### src/rtl/mem_loader_pkg.sv
// rtl/mem_loader_pkg.sv - shared types and defaults for the framed memory loader
package mem_loader_pkg;

    localparam int         ADDR_W          = 10;
    localparam logic [7:0] SYNC_DEFAULT    = 8'hA5;
    localparam logic [15:0] TIMEOUT_DEFAULT = 16'd50000;

    typedef enum logic [2:0] {
        IDLE,
        AH,
        AL,
        LH,
        LL,
        DATA,
        CHK
    } state_t;

endpackage

### src/rtl/mem_loader_timeout.sv
// rtl/mem_loader_timeout.sv - loadable down-counter with a one-cycle expiry strobe
module mem_loader_timeout #(
    parameter int W = 16
) (
    input  logic         clk,
    input  logic         rst,
    input  logic         load,
    input  logic [W-1:0] load_value,
    input  logic         dec,
    output logic         expired
);

    logic [W-1:0] count;

    // Strobe on the decrement that takes the counter from 1 to 0.
    assign expired = dec && !load && (count == W'(1));

    // Reload wins over decrement; the counter parks at zero once expired.
    always_ff @(posedge clk) begin
        if (rst) begin
            count <= '0;
        end else if (load) begin
            count <= load_value;
        end else if (dec && (count != '0)) begin
            count <= count - W'(1);
        end
    end

endmodule

### src/rtl/mem_loader.sv
// rtl/mem_loader.sv - framed UART byte stream to memory writer with core passthrough
module mem_loader
    import mem_loader_pkg::*;
#(
    parameter logic [7:0]  SYNC_BYTE = SYNC_DEFAULT,
    parameter logic [15:0] TIMEOUT   = TIMEOUT_DEFAULT,
    parameter int          AW        = ADDR_W
) (
    input  logic          i_clk,
    input  logic          i_rst,
    input  logic          i_rx_valid,
    input  logic [7:0]    i_rx_data,
    input  logic [AW-1:0] i_core_addr,
    input  logic          i_core_we,
    input  logic [7:0]    i_core_wdata,
    output logic          o_core_stall,
    output logic [AW-1:0] o_mem_addr,
    output logic          o_mem_we,
    output logic [7:0]    o_mem_wdata,
    output logic          o_done,
    output logic          o_err
);

    state_t        state;
    logic [AW-1:0] cur_addr;
    logic [AW:0]   remaining;
    logic [7:0]    sum;
    logic          expired;
    logic          passthrough;
    logic          data_write;

    // Any received byte rearms the inter-byte timer; silence only counts mid-frame.
    mem_loader_timeout #(
        .W (16)
    ) u_timeout (
        .clk        (i_clk),
        .rst        (i_rst),
        .load       (i_rx_valid),
        .load_value (TIMEOUT),
        .dec        ((state != IDLE) && !i_rx_valid),
        .expired    (expired)
    );

    assign passthrough = (state == IDLE) && !o_core_stall;
    assign data_write  = (state == DATA) && i_rx_valid;

    // Memory port mux: core owns it when idle, loader otherwise (writes only on data bytes).
    always_comb begin
        o_mem_addr  = cur_addr;
        o_mem_we    = data_write;
        o_mem_wdata = i_rx_data;
        if (passthrough) begin
            o_mem_addr  = i_core_addr;
            o_mem_we    = i_core_we;
            o_mem_wdata = i_core_wdata;
        end
    end

    // Frame parser FSM with registered stall/done/err; stall drops one cycle after returning to IDLE.
    always_ff @(posedge i_clk) begin
        if (i_rst) begin
            state        <= IDLE;
            o_core_stall <= 1'b0;
            o_done       <= 1'b0;
            o_err        <= 1'b0;
            cur_addr     <= '0;
            remaining    <= '0;
            sum          <= '0;
        end else begin
            o_done <= 1'b0;
            if (state == IDLE) begin
                o_core_stall <= 1'b0;
                if (i_rx_valid && (i_rx_data == SYNC_BYTE)) begin
                    state        <= AH;
                    o_core_stall <= 1'b1;
                    o_err        <= 1'b0;
                    sum          <= '0;
                end
            end else if (expired) begin
                state <= IDLE;
                o_err <= 1'b1;
            end else if (i_rx_valid) begin
                case (state)
                    AH: begin
                        cur_addr <= {(AW-8)'(i_rx_data[1:0]), 8'h00};
                        state    <= AL;
                    end
                    AL: begin
                        cur_addr <= {cur_addr[AW-1:8], i_rx_data};
                        state    <= LH;
                    end
                    LH: begin
                        remaining <= {1'b0, (AW-8)'(i_rx_data[1:0]), 8'h00};
                        state     <= LL;
                    end
                    LL: begin
                        // A zero length field means a full memory image.
                        if ({remaining[AW-1:8], i_rx_data} == '0) begin
                            remaining <= {1'b1, {AW{1'b0}}};
                        end else begin
                            remaining <= {1'b0, remaining[AW-1:8], i_rx_data};
                        end
                        state <= DATA;
                    end
                    DATA: begin
                        cur_addr  <= cur_addr + AW'(1);
                        remaining <= remaining - (AW+1)'(1);
                        sum       <= sum + i_rx_data;
                        if (remaining == (AW+1)'(1)) begin
                            state <= CHK;
                        end
                    end
                    CHK: begin
                        if (i_rx_data == sum) begin
                            o_done <= 1'b1;
                        end else begin
                            o_err <= 1'b1;
                        end
                        state <= IDLE;
                    end
                    default: state <= IDLE;
                endcase
            end
        end
    end

endmodule

### config.mk
export PLATFORM = sky130hd
export DESIGN_NAME = mem_loader
export DESIGN_NICKNAME = d
export VERILOG_FILES = /design/src/rtl/mem_loader_pkg.sv /design/src/rtl/mem_loader_timeout.sv /design/src/rtl/mem_loader.sv
export SDC_FILE = /design/constraint.sdc
export NUM_CORES = 1
export LEC_CHECK = 0
export ABC_AREA = 1
export CORE_MARGIN = 2
export CORE_UTILIZATION = 45
export CTS_CLUSTER_DIAMETER = 120
export DETAILED_ROUTE_END_ITERATION = 8
export PLACE_DENSITY_LB_ADDON = 0.05
export SYNTH_ARGS = -nofsm -noshare
export SYNTH_HDL_FRONTEND = slang
export SYNTH_HIERARCHICAL = 1
export SYNTH_SLANG_ARGS = --single-unit
### constraint.sdc
create_clock -name i_clk -period 5.8 [get_ports i_clk]
set_input_delay 0.58 -clock i_clk [delete_from_list [all_inputs] [get_ports i_clk]]
set_output_delay 0.58 -clock i_clk [all_outputs]
set_load 0.02 [all_outputs]
* After elaboration in Yosys (flattened, before gate mapping)
Index checks and enable logic that the tools add are counted.
Storage, ports and cells: register bits 51
Operators by class: $add $sub $neg 4, equal/unequal tests 15, multiplexer cells 27, bitwise operators 5, reduce and logical (&&, ||, !) cells 30
Operator list (count):
- two-way mux 8 bit | 6
- one-hot mux 11 bit (3 select lines) | 1
- two-way mux 16 bit | 2
- one-hot mux 10 bit (3 select lines) | 1
- == test 16 x 1 -> 1 bit, second input constant | 1
- AND reduction 4 bit | 4
- nonzero test 16 bit | 1
- subtractor 16 x 1 -> 16 bit, second input constant | 1
- two-way mux 3 bit | 5
- one-hot mux 3 bit (5 select lines) | 1
- nonzero test 3 bit | 5
- == test 11 x 1 -> 1 bit, second input constant | 1
- two-way mux 11 bit | 1
- subtractor 11 x 1 -> 11 bit, second input constant | 1
- adder 10 x 1 -> 10 bit, second input constant | 1
- logical NOT 10 bit | 1
- two-way mux 10 bit | 1
- AND reduction 5 bit | 2
- == test 3 bit, second input constant | 3
- two-way mux 1 bit | 9
- adder 8 bit | 1
- == test 8 bit | 1
- == test 8 bit, second input constant | 1
- nonzero test 2 bit | 4
- other kinds (13) | 26

* Depth between registers and ports, before layout
depth after elaboration 6, mapped depth 17, mapped depth without buffers 17

* Hierarchy
Netlist, hierarchy kept.
Modules (own cells, without submodules):
- mem_loader | times used 1, cells an instance 458, area an instance 2743.9 um^2, seq. area each 700.7 um^2
- mem_loader_timeout | times used 1, cells an instance 203, area an instance 1213.7 um^2, seq. area each 320.3 um^2

* Worst setup path before layout
Ideal clock, no wire load.
path kind register to register, start point register state[1], end point register remaining[10], library setup time 0.116 ns, arrival time 2.196 ns, data required time 5.684 ns, path slack 3.488 ns, cell stages (with the launch flop) 17, path buffers 1, period minus slack after synthesis 2.312 ns, path through dfxtp_1 > nor2_2 > nand2_4 > inv_4 > nor2_2 > inv_1 > nor2_1 > nand4_1 > nor4_1 > inv_1 > nand3_4 > clkinv_4 > nand2_4 > inv_4 > buf_8 > o21ai_2 > a21oi_2
Between the ends: longest elaborated chain between the ends 6, elaborated cells between the ends (all ways) 13, classes of those cells eq/ne: 3; mux: 1; bitwise: 2; reduce/logical: 7
RTL lines:
- start: declaration | RTL line mem_loader.sv:24 | state_t state;
- start signal: assignment | RTL line mem_loader.sv:62 | state <= IDLE;
- start signal: assignment | RTL line mem_loader.sv:74 | state <= AH;
- start signal: assignment | RTL line mem_loader.sv:80 | state <= IDLE;
- nonzero test 3 bit | RTL line mem_loader.sv:40 | .dec ((state != IDLE) && !i_rx_valid),
- logical AND 1 bit | RTL line mem_loader.sv:40
- logical AND 1 bit (2 in a row) | RTL line mem_loader_timeout.sv:16 | assign expired = dec && !load && (count == W'(1));
- net expired | RTL line mem_loader.sv:28 | logic expired;
- inverter 1 bit (no source line)
- AND reduction 4 bit (no source line)
- end signal: assignment | RTL line mem_loader.sv:93 | remaining <= {1'b0, (AW-8)'(i_rx_data[1:0]), 8'h00};
- end signal: assignment | RTL line mem_loader.sv:99 | remaining <= {1'b1, {AW{1'b0}}};
- end signal: assignment | RTL line mem_loader.sv:101 | remaining <= {1'b0, remaining[AW-1:8], i_rx_data};
- end: declaration | RTL line mem_loader.sv:26 | logic [AW:0] remaining;
The timed path passes the listed nets, and every way through them passes these cells. A chain may end at the register's enable or synchronous reset.

* Final worst setup path
start point input i_rx_valid, end point register remaining[9]
Between the ends: longest elaborated chain between the ends 6
RTL lines:
- start: declaration | RTL line mem_loader.sv:11 | input logic i_rx_valid,
- logical NOT 1 bit (*) | RTL line mem_loader_timeout.sv:16, mem_loader.sv:40
- logical AND 1 bit | RTL line mem_loader.sv:40
- logical AND 1 bit (*) (2 in a row) | RTL line mem_loader_timeout.sv:16
- net expired | RTL line mem_loader.sv:28
- inverter 1 bit (no source line) (*)
- AND reduction 5 bit (no source line) (*)
Mark *: on every way through the listed nets, which the timed path passes. The rest lies on a longest branch.

==> run metrics <==
status complete, no violations; most frequent cells in the layout 170 x nand2_1, 107 x nor2_1, 68 x inv_1, 60 x a21oi_1, 59 x nand3_1; commonest non-fill, non-tap cell in the layout nand2_1; measured slew at the worst slew-check pin 865 ps; Max Root-Sink Buffers 2; Synth-to-Final Area Change 18.0%; nets@finish 760; root buf cell clkbuf_8; antenna violations before repair 0; largest net degree at the start of global routing 35; H-tree depth 2; CTS buffer count 5; Core Area 8640 um2; endpoints failing setup 0; Tcrit/Tclk final 60.0%; hold_buf cts 0; Final ANT Viol Nets 0; worst path arrival time 3690 ps; first-pass GRT wire length 18.7 mm; clk_lat worst skew 310 ps; fin cells 826; FF+latch count, synth 51; I/O Buffers 51; average routed wire per standard cell 13.4 um; synthesized cell area 3960 um2; Hold Fails Final Rpt 0; relative slew slack 42.1%; Post-CTS Setup Repair Bufs 0; Initial DRC Count 205; global-route total usage across every layer 23.4%; routed via count 4322; first drt pass iteration count 5; Seq. cell area 1020 um2; final wirelength 11.1 mm; vias per inst 5.23; Avg Synthesized Cell Area 5.99 um2; Slew Limit Fails 0; Final Wtd Congestion 0.902; most used flip-flop cell after synthesis dfxtp_1; row cnt 34; multi-input logic area 2600 um2; clock sinks 51; DP Wirelength 8.19 mm; TritonCTS clock tree built; Crit. End Element register; Clk pin slew, worst setup/hold paths 100 ps; Power Density 326 nW/um2; Die H 97.8 um; die area 9560 um2; cell count after placement 818; io pins 52; Setup CP Type in -> reg; share of layout cells above drive strength 1 6.96%; Pleak 0.00210 uW; Final Skew 10.9 ps; Max Freq 288 MHz; Setup crit start kind input port; Max Cap Violations 0; asr flop ratio synth 0%; EDFF count, synth 0; Initial Utilization 45.8%; ANT cells 0; Mapped Cells 661; Max FO, Critical Path 23; Seq/Total Area, Yosys 25.8%; post-synth cell types 40; Synth Warn # 6; grt total ovfl 0; # fillers 900; Max IR drop VDD 0.193 mV; fin crit period 3480 ps; Hold WC Path Type reg -> reg; vias in the first global route 3954; drc violations 0; final worst slack 2320 ps; Data required, critical path 6010 ps; # resized after CTS 0; die span in x 97.8 um; pre-CTS WS 2070 ps; unrepaired setup endpoints after global routing no; setup_tns 0 ps
==> flip-flops by register name, indices dropped and copies added (netlist names) <==
| signal | flops |
|---|---|
| o_done | 1 |
| o_err | 1 |
| remaining | 11 |
| cur_addr | 10 |
| u_timeout/count | 16 |
| state | 3 |
| o_core_stall | 1 |
| sum | 8 |
==> cells by family after synthesis <==
kind of cell / Yosys count / share of synthesized area (%)
AND/OR/NAND/NOR: 387 / 43.3
AO/OA/AOI/OAI: 106 / 14.2
flip-flops: 51 / 25.8
adder cells (fa/ha/maj): 13 / 4.30
buffers and inverters: 92 / 9.86
XOR/XNOR: 8 / 1.77
other: 2 / 0.190
multiplexers: 2 / 0.569
==> stage by stage <==
stage	area (um2)	util, %	total power (uW)	hold slack, ps
after CTS	4670	54.1	1530	478
after detailed placement	4560	52.9	1290	462
final	4670	54.1	1520	476
after floorplan	4010	-	1000	445
after global placement	4560	52.9	1280	455
after global routing	4670	54.1	1630	496
==> path summary, 6_finish.rpt <==
path / endpoint / slack, ps / start / depth (start not counted)
setup reg to reg: remaining[9] / 2860 / state[1] / 17
hold reg to reg: sum[2] / 480 / sum[2] / 2
hold / removal: sum[2] / 480 / sum[2] / 2
setup / recovery: remaining[9] / 2320 / i_rx_valid / 15
==> layout make-up <==
cell class,count,area share [%]
well taps,108,2.89
inverters,75,6.24
clock buffers,7,2.06
repair buffers,52,11.1
flip-flops and latches,51,21.9
multi-input cells,532,55.7
clock inverters,1,0.161
==> cells in the mapped netlist, types with 2 or more instances <==
library cell    n  area share, %
o21ai_1         3           0.38
inv_1          68            6.4
a21oi_2         2           0.44
nor3_1          6           0.76
mux2_2          2           0.57
nand3_2         3           0.76
a21oi_1        60            7.6
inv_2           4           0.38
conb_1          2           0.19
o21ai_2         2           0.44
a31oi_1         2           0.32
nor2_2          5           0.79
dfxtp_1        51             26
inv_4           2           0.32
nor2_1        107             10
xor2_1          3           0.66
nand2_1       170             16
nor2_4          4            1.1
clkbuf_1        7           0.66
ha_1           12            3.8
o21ai_0        30            3.8
buf_2           6           0.76
o22ai_1         4           0.63
nand3_1        59            7.5
nor4_1          2           0.32
nand4_1        10            1.6
nand2_4         4            1.1
xnor2_1         5            1.1
nand2_2        10            1.6
nand3b_1        5           0.95
buf_8           2           0.76
==> critical path, stage by stage <==
cell             delay, ps
clkdlybuf4s50_1        860
nor2_2                 460
inv_1                  100
nor2_1                  90
nand4_1                 90
nor4_1                 480
inv_1                  270
nand3_4                180
clkinv_4                90
nand2_4                140
inv_4                  100
nand2_1                 90
nand2_1                 50
nand2_1                 50
nor2_1                  50
==> metal layers <==
| metal | track usage [%] | vias up | share of wire, % |
|---|---|---|---|
| li1 | - | 2233 | - |
| met1 | 31.7 | 1972 | 46 |
| met2 | 39.7 | 105 | 48 |
| met3 | 3.01 | 12 | 5.1 |
| met4 | 5.98 | 0 | 1.2 |
| met5 | 0 | - | 0 |
==> where the power goes <==
part	switching (uW)	total [uW]	internal (uW)
clock network	127	236	109
registers	48.3	439	391
logic	513	844	331
(Power assumes the default switching activity.)
